## src/rtl/glb_ld_addr_gen_pkg.sv

```systemverilog
// Shared GLB load-path parameters, FSM state encoding and the shadowed transfer configuration.
// Latency: n/a (types, constants and one combinational helper only).
// Backpressure: n/a.
package glb_ld_addr_gen_pkg;

    localparam int LOOP_LEVEL          = 4;
    localparam int GLB_ADDR_WIDTH      = 22;
    localparam int MAX_NUM_WORDS_WIDTH = 21;
    localparam int MAX_STRIDE_WIDTH    = 11;
    localparam int QUEUE_DEPTH         = 4;
    localparam int BANK_BYTE_OFFSET    = 3;   // 64-bit bank word = 8 bytes
    localparam int CGRA_BYTE_OFFSET    = 1;   // 16-bit CGRA word = 2 bytes

    localparam int BANK_DATA_WIDTH  = 8 << BANK_BYTE_OFFSET;
    localparam int CGRA_DATA_WIDTH  = 8 << CGRA_BYTE_OFFSET;
    localparam int WORD_SEL_WIDTH   = BANK_BYTE_OFFSET - CGRA_BYTE_OFFSET;
    localparam int WORDS_PER_BANK   = 1 << WORD_SEL_WIDTH;
    localparam int DIM_WIDTH        = 3;
    localparam int CREDIT_WIDTH     = $clog2(QUEUE_DEPTH + 1);

    typedef enum logic [1:0] {
        LD_IDLE  = 2'd0,
        LD_ISSUE = 2'd1,
        LD_DRAIN = 2'd2,
        LD_DONE  = 2'd3
    } ld_state_t;

    typedef struct packed {
        logic [GLB_ADDR_WIDTH-1:0]                             start_addr;
        logic [DIM_WIDTH-1:0]                                  num_dim;
        logic [LOOP_LEVEL-1:0][MAX_NUM_WORDS_WIDTH-1:0]        dim_range;
        logic [LOOP_LEVEL-1:0][MAX_STRIDE_WIDTH-1:0]           stride;
    } ld_cfg_t;

    // A transfer with no active dims, or with any active dim of zero
    // iterations, produces no words at all.
    function automatic logic ld_cfg_is_empty(input ld_cfg_t cfg);
        logic empty;
        empty = (cfg.num_dim == '0);
        for (int d = 0; d < LOOP_LEVEL; d++) begin
            if ((DIM_WIDTH'(d) < cfg.num_dim) && (cfg.dim_range[d] == '0)) begin
                empty = 1'b1;
            end
        end
        return empty;
    endfunction

endpackage

```

## src/rtl/glb_ld_addr_gen_if.sv

```systemverilog
// Bank read request/response channel plus the CGRA-facing word stream of the GLB load path.
// Latency: n/a (signal bundle). master = address generator, slave = arbiter/bank/CGRA side.
// Backpressure: rd_req_ready stalls requests; responses and the CGRA stream have no backpressure.
interface glb_ld_addr_gen_if;
    import glb_ld_addr_gen_pkg::*;

    logic                       rd_req_valid;
    logic [GLB_ADDR_WIDTH-1:0]  rd_req_addr;
    logic                       rd_req_ready;
    logic                       rd_rsp_valid;
    logic [BANK_DATA_WIDTH-1:0] rd_rsp_data;
    logic [CGRA_DATA_WIDTH-1:0] data_g2f;
    logic                       data_valid_g2f;

    modport master (
        output rd_req_valid,
        output rd_req_addr,
        input  rd_req_ready,
        input  rd_rsp_valid,
        input  rd_rsp_data,
        output data_g2f,
        output data_valid_g2f
    );

    modport slave (
        input  rd_req_valid,
        input  rd_req_addr,
        output rd_req_ready,
        output rd_rsp_valid,
        output rd_rsp_data,
        input  data_g2f,
        input  data_valid_g2f
    );

endinterface

```

## src/rtl/glb_ld_offset_fifo.sv

```systemverilog
// Small synchronous FIFO remembering the CGRA-word offset of each outstanding bank read.
// Latency: pop_dat shows the head entry combinationally; a push is visible one cycle later.
// Backpressure: push ignored when full, pop ignored when empty.
// Ports: clk/reset, push/push_dat, pop/pop_dat, full, empty.
module glb_ld_offset_fifo
    import glb_ld_addr_gen_pkg::*;
#(
    parameter int WIDTH = WORD_SEL_WIDTH,
    parameter int DEPTH = QUEUE_DEPTH
) (
    input  logic             clk,
    input  logic             reset,
    input  logic             push,
    input  logic [WIDTH-1:0] push_dat,
    input  logic             pop,
    output logic [WIDTH-1:0] pop_dat,
    output logic             full,
    output logic             empty
);
    localparam int PTR_W = (DEPTH > 1) ? $clog2(DEPTH) : 1;
    localparam int CNT_W = $clog2(DEPTH + 1);

    logic [WIDTH-1:0] mem [DEPTH];
    logic [PTR_W-1:0] wr_ptr;
    logic [PTR_W-1:0] rd_ptr;
    logic [CNT_W-1:0] count;
    logic             do_push;
    logic             do_pop;

    assign full    = (count == CNT_W'(DEPTH));
    assign empty   = (count == '0);
    assign do_push = push && !full;
    assign do_pop  = pop && !empty;
    assign pop_dat = mem[rd_ptr];

    always_ff @(posedge clk) begin
        if (reset) begin
            wr_ptr <= '0;
            rd_ptr <= '0;
            count  <= '0;
        end else begin
            if (do_push) begin
                wr_ptr <= (wr_ptr == PTR_W'(DEPTH - 1)) ? '0 : wr_ptr + PTR_W'(1);
            end
            if (do_pop) begin
                rd_ptr <= (rd_ptr == PTR_W'(DEPTH - 1)) ? '0 : rd_ptr + PTR_W'(1);
            end
            if (do_push && !do_pop) begin
                count <= count + CNT_W'(1);
            end else if (do_pop && !do_push) begin
                count <= count - CNT_W'(1);
            end
        end
    end

    // Storage needs no reset: an entry is only ever read after being written.
    always_ff @(posedge clk) begin
        if (do_push) begin
            mem[wr_ptr] <= push_dat;
        end
    end

endmodule

```

## src/rtl/glb_ld_addr_gen.sv

```systemverilog
// GLB load address generator: walks a nested loop issuing bank reads, unpacks each bank word to one CGRA word.
// Latency: first request the cycle after start; data_g2f one cycle after the matching rd_rsp_valid.
// Backpressure: request held while rd_req_ready=0; stall or zero credits (QUEUE_DEPTH outstanding) drop valid.
// Ports: clk/reset; cfg_* shadowed at start_pulse; stall; busy/done_pulse status; ld_if = request, response and CGRA stream.
module glb_ld_addr_gen
    import glb_ld_addr_gen_pkg::*;
(
    input  logic                                      clk,
    input  logic                                      reset,
    input  logic [GLB_ADDR_WIDTH-1:0]                 cfg_start_addr,
    input  logic [DIM_WIDTH-1:0]                      cfg_num_dim,
    input  logic [LOOP_LEVEL*MAX_NUM_WORDS_WIDTH-1:0] cfg_range,
    input  logic [LOOP_LEVEL*MAX_STRIDE_WIDTH-1:0]    cfg_stride,
    input  logic                                      start_pulse,
    input  logic                                      stall,
    output logic                                      busy,
    output logic                                      done_pulse,
    glb_ld_addr_gen_if.master                         ld_if
);
    // Offsets count CGRA words; one bit fewer than the byte address suffices
    // since the sum is shifted left by one and wraps modulo the address space.
    localparam int OFF_W = GLB_ADDR_WIDTH - CGRA_BYTE_OFFSET;

    ld_state_t state;
    ld_state_t state_nxt;
    ld_cfg_t   cfg_in;
    ld_cfg_t   cfg_q;

    logic [MAX_NUM_WORDS_WIDTH-1:0] idx     [LOOP_LEVEL];
    logic [MAX_NUM_WORDS_WIDTH-1:0] idx_nxt [LOOP_LEVEL];
    logic [OFF_W-1:0]               off     [LOOP_LEVEL];
    logic [OFF_W-1:0]               off_nxt [LOOP_LEVEL];
    logic [OFF_W-1:0]               off_sum;
    logic                           last_req;

    logic [CREDIT_WIDTH-1:0]        credits;
    logic                           start_accept;
    logic                           fire;
    logic                           rsp_pop;
    logic                           fifo_full;
    logic                           fifo_empty;
    logic [WORD_SEL_WIDTH-1:0]      rsp_word_sel;
    logic [WORDS_PER_BANK-1:0][CGRA_DATA_WIDTH-1:0] rsp_words;

    // Byte address bit 0 is meaningless for 16-bit words; num_dim beyond the
    // implemented depth behaves as the full depth.
    assign cfg_in.start_addr = {cfg_start_addr[GLB_ADDR_WIDTH-1:1], 1'b0};
    assign cfg_in.num_dim    = (cfg_num_dim > DIM_WIDTH'(LOOP_LEVEL)) ?
                               DIM_WIDTH'(LOOP_LEVEL) : cfg_num_dim;
    assign cfg_in.dim_range  = cfg_range;
    assign cfg_in.stride     = cfg_stride;

    assign start_accept = (state == LD_IDLE) && start_pulse;
    assign fire         = ld_if.rd_req_valid && ld_if.rd_req_ready;
    assign rsp_pop      = ld_if.rd_rsp_valid && !fifo_empty;
    assign rsp_words    = ld_if.rd_rsp_data;

    // Odometer step: dim0 advances; a dim at its last iteration wraps to zero
    // and carries into the next active dim. last_req marks the final point.
    always_comb begin
        logic carry;
        carry    = 1'b1;
        last_req = 1'b1;
        for (int d = 0; d < LOOP_LEVEL; d++) begin
            idx_nxt[d] = idx[d];
            off_nxt[d] = off[d];
            if (DIM_WIDTH'(d) < cfg_q.num_dim) begin
                if (idx[d] != (cfg_q.dim_range[d] - MAX_NUM_WORDS_WIDTH'(1))) begin
                    last_req = 1'b0;
                    if (carry) begin
                        idx_nxt[d] = idx[d] + MAX_NUM_WORDS_WIDTH'(1);
                        off_nxt[d] = off[d] + OFF_W'(cfg_q.stride[d]);
                        carry      = 1'b0;
                    end
                end else if (carry) begin
                    idx_nxt[d] = '0;
                    off_nxt[d] = '0;
                end
            end
        end
    end

    always_comb begin
        off_sum = '0;
        for (int d = 0; d < LOOP_LEVEL; d++) begin
            off_sum = off_sum + off[d];
        end
    end

    assign ld_if.rd_req_addr = cfg_q.start_addr + {off_sum, 1'b0};

    // Next state and state-decoded outputs. Credits and FIFO occupancy move
    // together, so the full term never changes the result; it guards the push.
    always_comb begin
        state_nxt          = state;
        busy               = 1'b0;
        done_pulse         = 1'b0;
        ld_if.rd_req_valid = 1'b0;
        case (state)
            LD_IDLE: begin
                if (start_pulse) begin
                    state_nxt = ld_cfg_is_empty(cfg_in) ? LD_DONE : LD_ISSUE;
                end
            end
            LD_ISSUE: begin
                busy               = 1'b1;
                ld_if.rd_req_valid = !stall && (credits != '0) && !fifo_full;
                if (fire && last_req) begin
                    state_nxt = LD_DRAIN;
                end
            end
            LD_DRAIN: begin
                busy = 1'b1;
                if (fifo_empty) begin
                    state_nxt = LD_DONE;
                end
            end
            LD_DONE: begin
                busy       = 1'b1;
                done_pulse = 1'b1;
                state_nxt  = LD_IDLE;
            end
            default: begin
                state_nxt = LD_IDLE;
            end
        endcase
    end

    always_ff @(posedge clk) begin
        if (reset) begin
            state                <= LD_IDLE;
            cfg_q                <= '0;
            credits              <= CREDIT_WIDTH'(QUEUE_DEPTH);
            ld_if.data_g2f       <= '0;
            ld_if.data_valid_g2f <= 1'b0;
            for (int d = 0; d < LOOP_LEVEL; d++) begin
                idx[d] <= '0;
                off[d] <= '0;
            end
        end else begin
            state <= state_nxt;

            if (start_accept) begin
                cfg_q <= cfg_in;
                for (int d = 0; d < LOOP_LEVEL; d++) begin
                    idx[d] <= '0;
                    off[d] <= '0;
                end
            end else if (fire) begin
                for (int d = 0; d < LOOP_LEVEL; d++) begin
                    idx[d] <= idx_nxt[d];
                    off[d] <= off_nxt[d];
                end
            end

            if (fire && !rsp_pop) begin
                credits <= credits - CREDIT_WIDTH'(1);
            end else if (rsp_pop && !fire) begin
                credits <= credits + CREDIT_WIDTH'(1);
            end

            // A response with nothing outstanding (e.g. left over from before
            // a reset) is dropped here and never reaches the CGRA.
            ld_if.data_valid_g2f <= rsp_pop;
            if (rsp_pop) begin
                ld_if.data_g2f <= rsp_words[rsp_word_sel];
            end
        end
    end

    glb_ld_offset_fifo #(
        .WIDTH (WORD_SEL_WIDTH),
        .DEPTH (QUEUE_DEPTH)
    ) u_offset_fifo (
        .clk      (clk),
        .reset    (reset),
        .push     (fire),
        .push_dat (ld_if.rd_req_addr[BANK_BYTE_OFFSET-1:CGRA_BYTE_OFFSET]),
        .pop      (rsp_pop),
        .pop_dat  (rsp_word_sel),
        .full     (fifo_full),
        .empty    (fifo_empty)
    );

endmodule

```

## src/flat_wrapper.sv

```systemverilog
// flat-port wrapper written by rule: the top's interface ports become plain ports
module glb_ld_addr_gen_flat import glb_ld_addr_gen_pkg::*;
  (clk, reset, cfg_start_addr, cfg_num_dim, cfg_range, cfg_stride, start_pulse, stall, busy, done_pulse, ld_if_rd_req_valid, ld_if_rd_req_addr, ld_if_rd_req_ready, ld_if_rd_rsp_valid, ld_if_rd_rsp_data, ld_if_data_g2f, ld_if_data_valid_g2f);
  glb_ld_addr_gen_if ld_if_i ();
  input  logic clk;
  input  logic reset;
  input  logic [GLB_ADDR_WIDTH-1:0] cfg_start_addr;
  input  logic [DIM_WIDTH-1:0] cfg_num_dim;
  input  logic [LOOP_LEVEL*MAX_NUM_WORDS_WIDTH-1:0] cfg_range;
  input  logic [LOOP_LEVEL*MAX_STRIDE_WIDTH-1:0] cfg_stride;
  input  logic start_pulse;
  input  logic stall;
  output logic busy;
  output logic done_pulse;
  output wire logic [$bits(ld_if_i.rd_req_valid)-1:0] ld_if_rd_req_valid;
  output wire logic [$bits(ld_if_i.rd_req_addr)-1:0] ld_if_rd_req_addr;
  input wire logic [$bits(ld_if_i.rd_req_ready)-1:0] ld_if_rd_req_ready;
  input wire logic [$bits(ld_if_i.rd_rsp_valid)-1:0] ld_if_rd_rsp_valid;
  input wire logic [$bits(ld_if_i.rd_rsp_data)-1:0] ld_if_rd_rsp_data;
  output wire logic [$bits(ld_if_i.data_g2f)-1:0] ld_if_data_g2f;
  output wire logic [$bits(ld_if_i.data_valid_g2f)-1:0] ld_if_data_valid_g2f;
  assign ld_if_rd_req_valid = ld_if_i.rd_req_valid;
  assign ld_if_rd_req_addr = ld_if_i.rd_req_addr;
  assign ld_if_i.rd_req_ready = ld_if_rd_req_ready;
  assign ld_if_i.rd_rsp_valid = ld_if_rd_rsp_valid;
  assign ld_if_i.rd_rsp_data = ld_if_rd_rsp_data;
  assign ld_if_data_g2f = ld_if_i.data_g2f;
  assign ld_if_data_valid_g2f = ld_if_i.data_valid_g2f;
  glb_ld_addr_gen u_core (.clk(clk), .reset(reset), .cfg_start_addr(cfg_start_addr), .cfg_num_dim(cfg_num_dim), .cfg_range(cfg_range), .cfg_stride(cfg_stride), .start_pulse(start_pulse), .stall(stall), .busy(busy), .done_pulse(done_pulse), .ld_if(ld_if_i));
endmodule
```

## config.mk

```make
export PLATFORM = sky130hd
export DESIGN_NAME = glb_ld_addr_gen_flat
export DESIGN_NICKNAME = d
export VERILOG_FILES = /design/src/rtl/glb_ld_addr_gen_pkg.sv /design/src/rtl/glb_ld_addr_gen_if.sv /design/src/rtl/glb_ld_offset_fifo.sv /design/src/rtl/glb_ld_addr_gen.sv /design/src/flat_wrapper.sv
export SDC_FILE = /design/constraint.sdc
export NUM_CORES = 1
export LEC_CHECK = 0
export CAP_MARGIN = 20
export CORE_MARGIN = 2
export CORE_UTILIZATION = 43
export DETAILED_ROUTE_END_ITERATION = 10
export PLACE_DENSITY_LB_ADDON = 0.12
export REMOVE_ABC_BUFFERS = 1
export SLEW_MARGIN = 25
export SYNTH_ARGS = -nofsm -noshare
export SYNTH_HDL_FRONTEND = slang
export SYNTH_SLANG_ARGS = --single-unit
export TNS_END_PERCENT = 10
```

## constraint.sdc

```tcl
create_clock -name clk -period 7.4 [get_ports clk]
set_input_delay 2.22 -clock clk [delete_from_list [all_inputs] [get_ports clk]]
set_output_delay 2.22 -clock clk [all_outputs]
set_load 0.01 [all_outputs]
```

Yosys cells after proc, flatten, opt, wreduce, memory -nomap -nowiden
Memories as Yosys holds them, arrays and structs flattened. A register that Yosys moved wholly into a read port is not among the register bits.
Cells that the tools add are included.
Cells by class
  bitwise gates (word level): 16
  multiplexer cells: 88
  shifts and indexed selects: 0
  reduce and logical (&&, ||, !) cells: 35
  multipliers: 0
  equal/unequal tests: 13
  $add $sub $neg: 22
  divide/modulo/power cells: 0
  $lt $le $gt $ge: 10
Operators by type and width (number)
  21-bit 2-to-1 mux: 44
  21-bit by 1-bit adder with 21-bit output, second input constant: 4
  21-bit by 11-bit adder with 21-bit output: 4
  21-bit zero test: 4
  21-bit != test: 4
  21-bit by 1-bit subtractor with 21-bit output, second input constant: 4
  21-bit adder: 3
  16-bit binary-select mux with 2-bit select: 1
  1-bit 2-to-1 mux: 28
  22-bit adder: 1
  1-bit logical AND: 16
  16-bit 2-to-1 mux: 1
  2-bit 2-to-1 mux: 8
  1-bit OR: 16
  3-bit 2-to-1 mux: 5
  1-bit by 3-bit < comparator with 1-bit output, first input constant: 4
  2-bit by 3-bit < comparator with 1-bit output, first input constant: 4
  2-bit == test, second input constant: 4
  2-bit one-hot mux with 4 select lines: 1
  1-bit zero test: 7
  3-bit by 1-bit adder with 3-bit output, second input constant: 2
  3-bit zero test: 2
  3-bit by 1-bit subtractor with 3-bit output, second input constant: 2
  2-bit by 1-bit adder with 2-bit output, second input constant: 2
  11 further kinds: 13
Storage, ports and cells
  flip-flop bits (word level): 181
  word-level logic and storage cells: 204
  bits in latches: 0
  bits in read-only memories: 0
  input port bits: 223
  RAM bits: 176
  memories: 3
Memory list
  u_core.idx: depth 4, bits a word 21, read ports 4, clocked after memory_dff 0, wr ports 4, RTL line glb_ld_addr_gen.sv:29  | logic [MAX_NUM_WORDS_WIDTH-1:0] idx [LOOP_LEVEL];
  u_core.off: depth 4, bits a word 21, read ports 4, clocked after memory_dff 0, wr ports 4, RTL line glb_ld_addr_gen.sv:31  | logic [OFF_W-1:0] off [LOOP_LEVEL];
  u_core.u_offset_fifo.mem: depth 4, bits a word 2, read ports 1, clocked after memory_dff 1, wr ports 1, RTL line glb_ld_offset_fifo.sv:23  | logic [WIDTH-1:0] mem [DEPTH];

Logic depth before layout (Yosys ltp)
Gate-level depths: netlist (run 1).
  depth after elaboration: 13
  mapped depth: 25
  mapped depth without buffers: 25

By module
A second synthesis (run 1) with hierarchy kept.
Second synthesis, totals
  cell total of the unflattened synthesis: 2770
  area total of the unflattened synthesis: 23430.0 sq um
Modules (own cells, without submodules)
  glb_ld_addr_gen: cells an instance 2710, instances 1, area each 22641.7 sq um
  glb_ld_offset_fifo: cells an instance 60, instances 1, area each 788.3 sq um

Worst setup path before layout (run 1)
No wires, ideal clock.
  path kind: register to output
  start point: mem u_core.off[1][1] (netlist name)
  end point: out ld_if_rd_req_addr[21]
  setup slack: -0.092 ns
  stages on the path, launching flop included: 24
  arrival time: 5.272 ns
  required time: 5.180 ns
  cell sequence: edfxtp_1 -> inv_1 -> fa_1 -> fa_1 -> inv_1 -> ha_1 -> inv_1 -> fa_1 -> nor2b_1 -> o21ai_0 -> a21boi_0 -> o21ai_0 -> nand2b_1 -> a31oi_1 -> xnor2_1 -> ha_1 -> a21o_1 -> o311a_1 -> o41ai_1 -> o21ai_0 -> o41ai_1 -> nor3_1 -> nor4_1 -> xnor2_1
RTL lines
  start: declaration: RTL line glb_ld_addr_gen.sv:31
  end: declaration: RTL line flat_wrapper.sv:16  | output wire logic [$bits(ld_if_i.rd_req_addr)-1:0] ld_if_rd_req_addr;

==> results of run 1 <==
-- per-layer routing --
layer / track usage [%] / share of wire [%] / vias to the layer above
li1: - / - / 9197
met1: 31.0 / 47 / 8890
met4: 6.45 / 2.5 / 4
met2: 36.3 / 46 / 443
met5: 0 / 0.038 / -
met3: 3.92 / 5.1 / 85
-- power breakdown --
part / switching (W) / internal, W
Sequential: 0.000367 / 0.00240
Combinational: 0.00221 / 0.00216
Clock: 0.000896 / 0.00141
Total: 0.00347 / 0.00597
-- Yosys cell counts, drive strengths merged (48+ instances only) --
master | number | area, um^2
a21oi | 83 | 415
a22o | 152 | 1330
and3 | 48 | 300
clkbuf | 84 | 315
dfxtp | 225 | 4500
edfxtp | 134 | 4020
ha | 104 | 1300
inv | 156 | 586
nand2 | 100 | 375
nand3 | 84 | 420
nand4 | 48 | 307
nor2 | 257 | 967
nor3 | 75 | 375
o21ai | 68 | 340
xnor2 | 141 | 1230
xor2 | 128 | 1120
-- flip-flops by register name (all words and copies together), names as in the netlist, named ones only --
signal and cells:
u_core.state 2, u_core.u_offset_fifo.mem 8, u_core.credits 3, u_core.cfg_q 152
u_core.u_offset_fifo.count 3, u_core.off 84, u_core.ld_if.data_g2f 16, u_core.idx 84
u_core.u_offset_fifo.rd_ptr 2, u_core.ld_if.data_valid_g2f 1, u_core.u_offset_fifo.wr_ptr 2
-- cells by family after synthesis --
group / synth area share, %
simple gates: 18.3
mux: 3.16
fa+ha+maj: 10.0
buf+inv: 4.60
flops: 38.2
compound gates: 15.2
other cells: 0.0168
xor+xnor: 10.5
-- worst max-delay path by stage --
| stage | from | to | depth (start not counted) |
|---|---|---|---|
| after floorplan | start_pulse | u_core.idx[0][0] | 4 |
| after global placement | u_core.off[0][1] | ld_if_rd_req_addr[21] | 26 |
| after detailed placement | u_core.off[0][1] | ld_if_rd_req_addr[21] | 26 |
| after CTS | u_core.off[0][1] | ld_if_rd_req_addr[21] | 27 |
| after global routing | u_core.off[0][1] | ld_if_rd_req_addr[21] | 29 |
| final | u_core.off[3][2] | ld_if_rd_req_addr[21] | 25 |
-- per-stage QoR --
step,setup WS (ns),total power (W),TNS [ns],instance area (um^2),hold WS [ns]
floorplan,-11.30,0.00539,-2862.93,21900,0.446
global placement,-0.971,0.00700,-3.14,26300,0.468
detailed placement,-1.01,0.00708,-3.61,26300,0.465
CTS,-0.859,0.00945,-4.13,27900,0.489
global route,-1.03,0.0101,-5.96,28000,0.501
finish,-0.655,0.00945,-2.77,28000,0.484
-- timing repair --
action / 4_1_cts / 5_1_grt
buffers inserted: 4 / 3
pin swaps: 12 / 21
gates resized for setup: 52 / 27
endpoints found under the setup margin: 13 / 15
-- worst max-delay path, stage by stage, from the launching register on --
cell	delay, ns
sky130_fd_sc_hd__edfxtp_1	0.41
sky130_fd_sc_hd__inv_2	0.08
sky130_fd_sc_hd__fa_2	0.46
sky130_fd_sc_hd__fa_1	0.58
sky130_fd_sc_hd__inv_1	0.05
sky130_fd_sc_hd__ha_1	0.26
sky130_fd_sc_hd__a21o_1	0.19
sky130_fd_sc_hd__a21oi_2	0.14
sky130_fd_sc_hd__o21ai_1	0.11
sky130_fd_sc_hd__o41a_1	0.36
sky130_fd_sc_hd__nand4_1	0.13
sky130_fd_sc_hd__a41oi_2	0.15
sky130_fd_sc_hd__buf_4	0.16
sky130_fd_sc_hd__a221o_1	0.35
sky130_fd_sc_hd__a21oi_2	0.16
sky130_fd_sc_hd__xnor2_1	0.08
sky130_fd_sc_hd__ha_2	0.32
sky130_fd_sc_hd__nor3_1	0.05
sky130_fd_sc_hd__nor2_1	0.12
sky130_fd_sc_hd__o41ai_2	0.09
sky130_fd_sc_hd__buf_4	0.14
sky130_fd_sc_hd__buf_4	0.13
sky130_fd_sc_hd__and3_1	0.14
sky130_fd_sc_hd__nor4_2	0.28
sky130_fd_sc_hd__xnor2_1	0.15
sky130_fd_sc_hd__buf_2	0.15
-- area by class of cell --
class | count | area [um^2] | share of cell area [%]
clock inverters | 23 | 284 | 1.01
well taps | 680 | 851 | 3.04
clock buffers | 59 | 1260 | 4.50
diodes | 1 | 2.50 | 0.00893
flip-flops and latches | 359 | 8530 | 30.4
inverters | 157 | 589 | 2.10
multi-input cells | 1734 | 13000 | 46.4
repair buffers | 379 | 3500 | 12.5
==> flow_metrics.tcl, run 1 <==
set metrics [dict create \
    fmaxAchievable_mhz 124 \
    critPathCaptureType "primary output" \
    grt_setup_unrepaired "true" \
    clock_root_buffer_master "sky130_fd_sc_hd__clkbuf_16" \
    status "complete, but fails checks" \
    grt_max_degree 120 \
    place_hpwl_um 44600 \
    maxCapViolations 0 \
    total_cts_buffers 44 \
    chipWidth_um 232 \
    slew_headroom_pct 32.0 \
    cts_sinks 359 \
    mostFrequentLayoutCells "sky130_fd_sc_hd__nor2_1, sky130_fd_sc_hd__clkdlybuf4s50_1, sky130_fd_sc_hd__dfxtp_1" \
    synth_edf_count 134 \
    synthFlopType "sky130_fd_sc_hd__dfxtp_1" \
    grt_antenna_before_repair 4 \
    synth.yosys.seq_area_share_pct 38.2 \
    drt_iter0_markers 1385 \
    netlist_area_um2 22300 \
    grt.total_usage_pct 22.5 \
    hold_path.class "register to register" \
    via_per_inst 5.49 \
    routed_wirelength_um 60400 \
    syn_to_final_growth_pct 25.3 \
    grt_pass1_vias 18600 \
    reg2regPathDepth 11 \
    timing.critical_path.from_type "register" \
    netlist_instances 2354 \
    hold_ep "u_core.cfg_q[145]" \
    async_flop_share_pct 0 \
    total_grt_overflow 0 \
    clkLatencyLatePin_ns 0.58 \
    hold_sp "u_core.cfg_q[145]" \
    grt_first_pass_wirelength_um 97800 \
    report.final.hold_viol_count 0 \
    power-per-cell-area_nw_per_um2 337 \
    route.vias.total 18600 \
    ctsLongestPathBuffers 3 \
    drv_slew 0 \
    reg2reg_from "u_core.cfg_q[86]" \
    holdBufCountCts 0 \
    crit_arrival_ns 5.83 \
    regToRegEndpoint "u_core.off[3][16]" \
    die_y_um 232 \
    path_clk_slew_ns 0.06 \
    max_slew.worst_pin.slew_ns 1.02 \
    tritoncts "done" \
    drt_pre_antenna_iters 5 \
    holdPathStages 1 \
    timing_worst_setup_path_type "register to primary output" \
    ff2ff_setup_slack_ns 2.24 \
    mostFrequentLayoutCell "sky130_fd_sc_hd__nor2_1" \
    yosysWarningCount 0 \
    leakage_nw 11.2 \
    antenna_violation_net_count_after_detailed_routing 0 \
    number_of_fill_cells_in_the_layout 4602 \
    min_period_over_period_pct 109 \
    vdd_drop_max_uv 305 \
    fin_nets 3049 \
    count_of_buffers_from_port_buffering 262 \
    number_of_h_tree_levels 2 \
    setup-violations-final 8 \
    final_cells 3392 \
    ys_seq_elements 359 \
    share_of_cells_above_drive_strength_1_pct 10.3 \
    placementRows 83 \
    gpl.final_weighted_congestion 0.879 \
    fin_crit_ns 8.05 \
    initial_core_util_pct 43.6 \
    num_io_pins 265 \
    detail_route.wl_per_cell_um 17.8 \
    worst-endpoint-required_ns 5.18 \
    core_footprint_um2 51300 \
    die_area_um2 53800 \
    dp.cells 3301 \
    clock-skew-final_ns 0.0198 \
    critical_path_peak_fanout 3 \
    postLayoutCoreUtil_pct 54.6 \
    violations "negative setup slack" \
    post_synth_num_cell_types 84 \
    drt_drc_violations_left 0 \
    syn-mean-instance-area_um2 9.49 \
    worst_slack_ns -0.655 \
]
Power figures use the tool's default switching activity.
==> run 2, diff against run 1 <==
GPL_ROUTABILITY_DRIVEN = 0   (was unset)
==> flow_metrics.tcl, run 2 (same netlist as run 1, synthesis figures left out) <==
set metrics [dict create \
    drt_drc_violations_left 0 \
    detail_route.wl_per_cell_um 17.9 \
    clock-skew-final_ns 0.0203 \
    ctsLongestPathBuffers 3 \
    fin_nets 3053 \
    ff2ff_setup_slack_ns 2.53 \
    reg2regPathDepth 9 \
    global_route.usage.met3_pct 3.35 \
    leading_registers_by_flop_count "u_core.cfg_q x152, u_core.idx x84, u_core.off x84" \
    critPathCaptureType "primary output" \
    count_of_buffers_from_port_buffering 262 \
    hold_path.class "register to register" \
    route.vias.total 18700 \
    reg2reg_from "u_core.cfg_q[90]" \
    drt_pre_antenna_iters 5 \
    largest_register_ffs 152 \
    leakage_nw 11.2 \
    place_hpwl_um 44500 \
    max_stage_delay_ns 0.57 \
    grt_setup_unrepaired "true" \
    fin_crit_ns 8.13 \
    proportion_of_power_drawn_by_the_clock_network_pct 22.9 \
    critical_path_peak_fanout 2 \
    number_of_h_tree_levels 2 \
    power-per-cell-area_nw_per_um2 334 \
    setup-violations-final 8 \
    hold_sp "u_core.cfg_q[2]" \
    initial_core_util_pct 43.6 \
    violations "negative setup slack" \
    combPwrFrac_pct 47.4 \
    post-route-cell-area_um2 28000 \
    via_per_inst 5.52 \
    num_io_pins 265 \
    syn_to_final_growth_pct 25.1 \
    final_cells 3394 \
    dp.cells 3301 \
    die_y_um 232 \
    routed_wirelength_um 60900 \
    worstPathBufferInverterCount 8 \
    timing.setup.tns_ns -3.23 \
    maxCapViolations 0 \
    seq_power_share_pct 29.7 \
    max_slew.worst_pin.slew_ns 0.926 \
    total_cts_buffers 43 \
    worst-endpoint-required_ns 5.18 \
    die_area_um2 53800 \
    clock_root_buffer_master "sky130_fd_sc_hd__clkbuf_16" \
    placement.setup.worst_slack_ns -1.09 \
    timing.critical_path.from_type "register" \
    crit_arrival_ns 5.91 \
    cp-startpoint "u_core.off[1][1]" \
    critical_path.most_common_cell "sky130_fd_sc_hd__buf_4" \
    internal_power_w 0.00587 \
    worstSetupEndpoint "ld_if_rd_req_addr[21]" \
    min_period_over_period_pct 110 \
    cpMaxStageDelayCell "sky130_fd_sc_hd__fa_1" \
    grt_first_pass_wirelength_um 97800 \
    status "complete, but fails checks" \
    slew_headroom_pct 37.7 \
    placementRows 83 \
    worst_slack_ns -0.733 \
    drt_iter0_markers 1207 \
    gr-max-usage-layer "met2" \
    regToRegEndpoint "u_core.off[3][17]" \
    fmaxAchievable_mhz 123 \
    holdWs_ns 0.480 \
    mostFrequentLayoutCell "sky130_fd_sc_hd__nor2_1" \
    share_of_cells_above_drive_strength_1_pct 10.4 \
    mostFrequentLayoutCells "sky130_fd_sc_hd__nor2_1, sky130_fd_sc_hd__clkdlybuf4s50_1, sky130_fd_sc_hd__dfxtp_1" \
    grt_antenna_before_repair 2 \
    regMostFlops "u_core.cfg_q" \
    total_grt_overflow 0 \
    timing_worst_setup_path_type "register to primary output" \
    grt.total_usage_pct 22.5 \
    path_clk_slew_ns 0.06 \
    chipWidth_um 232 \
    antenna_violation_net_count_after_detailed_routing 0 \
    gr-usage-met1_pct 30.8 \
    power_switching_w 0.00347 \
    worst_path_depth 28 \
    globalRouteMet2Util_pct 36.9 \
    number_of_fill_cells_in_the_layout 4617 \
    report.final.hold_viol_count 0 \
    drv_slew 0 \
    grt_max_degree 153 \
    switching_share_pct 37.1 \
    place_area_um2 26300 \
    clkLatencyLatePin_ns 0.57 \
    core_footprint_um2 51300 \
    timing.critical_path.max_delay_family "adder cells" \
    vdd_drop_max_uv 322 \
    tritoncts "done" \
    grt_pass1_vias 18800 \
    cts_sinks 359 \
]
==> run 2: changes by cell type in the layout (fill, tap and decap cells not counted), moves of 3 or more <==
| cell | change |
|---|---|
| sky130_fd_sc_hd__clkinv_1 | +3 |
| sky130_fd_sc_hd__clkdlybuf4s50_1 | -3 |
| sky130_fd_sc_hd__buf_2 | +3 |
| sky130_fd_sc_hd__buf_4 | +4 |
| sky130_fd_sc_hd__clkinv_2 | +5 |
==> run 2: worst min path at each step <==
stage	slack, ns	cells after the start	to
floorplan	0.45	1	u_core.cfg_q[0]
global placement	0.47	2	u_core.off[2][16]
detailed placement	0.47	1	u_core.cfg_q[2]
CTS	0.48	1	u_core.cfg_q[2]
global route	0.50	1	u_core.cfg_q[143]
finish	0.48	1	u_core.cfg_q[2]
==> run 2: final cells by class <==
class	count	area (um^2)	share of cell area, %
Inverter	157	589	2.11
Clock inverter	24	219	0.783
Multi-Input combinational cell	1734	13000	46.6
Tap cell	680	851	3.04
Clock buffer	55	1200	4.31
Sequential cell	359	8530	30.5
Timing Repair Buffer	384	3530	12.6
Antenna cell	1	2.50	0.00895
==> run 2: routing by layer <==
layer  share of wire (%)  vias to the layer above  wire, um
met3                 4.2                       78      2580
met4                 2.4                        0      1450
met2                  46                      387     28000
met1                  47                     9069     28900
li1                    -                     9199         -
met5                   0                        -         0
==> run 2: power groups by stage <==
stage | registers (W) | logic, W | clock network [W]
after floorplan | 0.00270 | 0.00269 | 0
after global placement | 0.00279 | 0.00419 | 0
after detailed placement | 0.00280 | 0.00429 | 0
after CTS | 0.00277 | 0.00434 | 0.00220
after global routing | 0.00282 | 0.00488 | 0.00228
final | 0.00277 | 0.00443 | 0.00214
==> run 2: per-stage QoR <==
step	total power, W	utilization, %
6_report	0.00934	54.5
2_1_floorplan	0.00539	-
5_1_grt	0.00998	54.5
3_3_place_gp	0.00699	51.2
4_1_cts	0.00931	54.2
3_5_place_dp	0.00710	51.2
==> run 2: timing repair <==
| action | CTS | global route |
|---|---|---|
| pin swaps | 13 | 25 |
| buffers inserted | 4 | 9 |
| endpoints found under the setup margin | 13 | 14 |
| hold buffers | 0 | 0 |
| gates resized for setup | 55 | 36 |
==> run 3, diff against run 2 <==
CORE_MARGIN = 8   (was 2)
==> flow_metrics.tcl, run 3 (same netlist as run 1, synthesis figures left out) <==
set metrics [dict create \
    place_area_um2 26300 \
    insertedDiodeCount 0 \
    share_of_cells_above_drive_strength_1_pct 9.73 \
    place_hpwl_um 45700 \
    fin_nets 3046 \
    hold_sp "u_core.cfg_q[144]" \
    clock_root_buffer_master "sky130_fd_sc_hd__clkbuf_16" \
    worstPathBufferInverterCount 6 \
    slew_headroom_pct 31.0 \
    hold_path.class "register to register" \
    mostFrequentLayoutCell "sky130_fd_sc_hd__nor2_1" \
    chipWidth_um 244 \
    ff2ff_setup_slack_ns 2.36 \
    post-layout-total-power_w 0.00930 \
    fin_crit_ns 8.14 \
    total_grt_overflow 0 \
    grt.total_usage_pct 20.1 \
    syn_to_final_growth_pct 24.6 \
    grt_setup_unrepaired "true" \
    cpMaxStageDelayCell "sky130_fd_sc_hd__fa_2" \
    count_of_buffers_from_port_buffering 262 \
    critical_path_peak_fanout 3 \
    grt_pass1_vias 18500 \
    setup-violations-final 8 \
    critical_path.most_common_cell "sky130_fd_sc_hd__buf_4" \
    crit_arrival_ns 5.92 \
    num_io_pins 265 \
    maxCapViolations 0 \
    holdPathStages 1 \
    number_of_h_tree_levels 2 \
    max_stage_delay_ns 0.58 \
    leading_registers_by_flop_count "u_core.cfg_q x152, u_core.idx x84, u_core.off x84" \
    reg2regPathDepth 10 \
    path_clk_slew_ns 0.06 \
    die_area_um2 59500 \
    number_of_fill_cells_in_the_layout 4602 \
    holdBufCountCts 0 \
    vdd_drop_max_uv 231 \
    clock-skew-final_ns 0.0162 \
    mostFrequentLayoutCells "sky130_fd_sc_hd__nor2_1, sky130_fd_sc_hd__clkdlybuf4s50_1, sky130_fd_sc_hd__dfxtp_1" \
    critPathCaptureType "primary output" \
    regToRegEndpoint "u_core.off[3][20]" \
    total_cts_buffers 44 \
    worst_slack_ns -0.743 \
    reg2reg_from "u_core.cfg_q[90]" \
    tritoncts "done" \
    max_slew.worst_pin.slew_ns 1.03 \
    worst-endpoint-required_ns 5.18 \
    regMostFlops "u_core.cfg_q" \
    drv_slew 0 \
    ctsLongestPathBuffers 3 \
    clkLatencyLatePin_ns 0.57 \
    timing_worst_setup_path_type "register to primary output" \
    violations "negative setup slack" \
    initial_core_util_pct 43.5 \
    fmaxAchievable_mhz 123 \
    leakage_nw 11.1 \
    placementRows 83 \
    hold_ep "u_core.cfg_q[144]" \
    largest_register_ffs 152 \
    cts_sinks 359 \
    post-route-cell-area_um2 27900 \
    min_period_over_period_pct 110 \
    power-per-cell-area_nw_per_um2 334 \
    detail_route.wl_per_cell_um 18.2 \
    drt_drc_violations_left 0 \
    drt_pre_antenna_iters 5 \
    grt_antenna_before_repair 2 \
    timing.critical_path.max_delay_family "adder cells" \
    status "complete, but fails checks" \
    postLayoutCoreUtil_pct 54.2 \
    placement.setup.worst_slack_ns -1.04 \
    drt_iter0_markers 1000 \
    die_y_um 244 \
    grt_first_pass_wirelength_um 99100 \
    route.vias.total 18700 \
    report.final.hold_viol_count 0 \
    grt_max_degree 152 \
    antenna_violation_net_count_after_detailed_routing 0 \
    via_per_inst 5.53 \
    routed_wirelength_um 61700 \
    core_footprint_um2 51400 \
    timing.critical_path.from_type "register" \
]
==> run 3: cell types whose count changed in the layout (fill, tap and decap cells not counted), sizes merged <==
cell | previous run | this run
clkinv | 20 | 7
dlymetal6s2s | 2 | 0
bufinv | 4 | 2
clkdlybuf4s50 | 248 | 251
diode | 1 | 0
clkbuf | 56 | 68
dlygate4sd2 | 1 | 3
buf | 130 | 120
==> run 3: repair_timing <==
item / 4_1_cts / 5_1_grt
buffers inserted: 2 / 2
setup endpoints to repair: 12 / 15
cloned: 0 / 0
resized for setup: 55 / 20
pin swaps: 9 / 13
==> run 3: worst max path at each step <==
| stage | startpoint | endpoint | cells after the start |
|---|---|---|---|
| 2_1_floorplan | start_pulse | u_core.idx[0][0] | 4 |
| 3_3_place_gp | u_core.off[0][1] | ld_if_rd_req_addr[21] | 26 |
| 3_5_place_dp | u_core.off[0][1] | ld_if_rd_req_addr[21] | 26 |
| 4_1_cts | u_core.off[1][1] | ld_if_rd_req_addr[21] | 27 |
| 5_1_grt | u_core.off[0][1] | ld_if_rd_req_addr[21] | 28 |
| 6_report | u_core.off[0][2] | ld_if_rd_req_addr[21] | 25 |
==> run 3: power breakdown <==
group | total, W | internal (W) | switching, W
Clock | 0.00216 | 0.00130 | 0.000851
Sequential | 0.00277 | 0.00240 | 0.000364
Combinational | 0.00437 | 0.00215 | 0.00222
Total | 0.00930 | 0.00586 | 0.00344
==> run 3: final cells by class <==
cell class | instances | area [um^2] | area share (%)
inverter | 157 | 589 | 2.12
clock inverter | 9 | 95.1 | 0.341
sequential | 359 | 8530 | 30.6
multi-input combinational | 1734 | 13000 | 46.6
tap | 680 | 851 | 3.05
clock buffer | 68 | 1340 | 4.80
timing repair buffer | 376 | 3460 | 12.4
==> run 3: per-layer routing <==
layer	wire length (um)	share of wire (%)	vias up	GRT usage, %
met4	1440	2.3	0	5.33
met3	2940	4.8	97	3.90
met2	28200	46	424	32.6
met5	0	0	-	0
met1	29000	47	8990	27.3
li1	-	-	9191	-
==> run 3: metrics by stage <==
stage	TNS [ns]	cells	hold WS, ns
3_5_place_dp	-4.32	3302	0.466
6_report	-3.48	3383	0.481
2_1_floorplan	-2862.93	2250	0.446
5_1_grt	-6.25	3383	0.494
4_1_cts	-4.14	3381	0.481
3_3_place_gp	-3.58	3302	0.466
==> run 3: worst register-to-register path, cell delays in order (launching register included) <==
cell	delay (ns)
sky130_fd_sc_hd__dfxtp_1	0.39
sky130_fd_sc_hd__nor4_1	0.83
sky130_fd_sc_hd__nand4_1	0.37
sky130_fd_sc_hd__xnor2_1	0.23
sky130_fd_sc_hd__a2111oi_0	0.37
sky130_fd_sc_hd__nand4_1	0.16
sky130_fd_sc_hd__nor4_1	0.68
sky130_fd_sc_hd__nor4bb_1	0.84
sky130_fd_sc_hd__nand3_1	0.19
sky130_fd_sc_hd__nand2_2	0.10
sky130_fd_sc_hd__buf_4	0.49
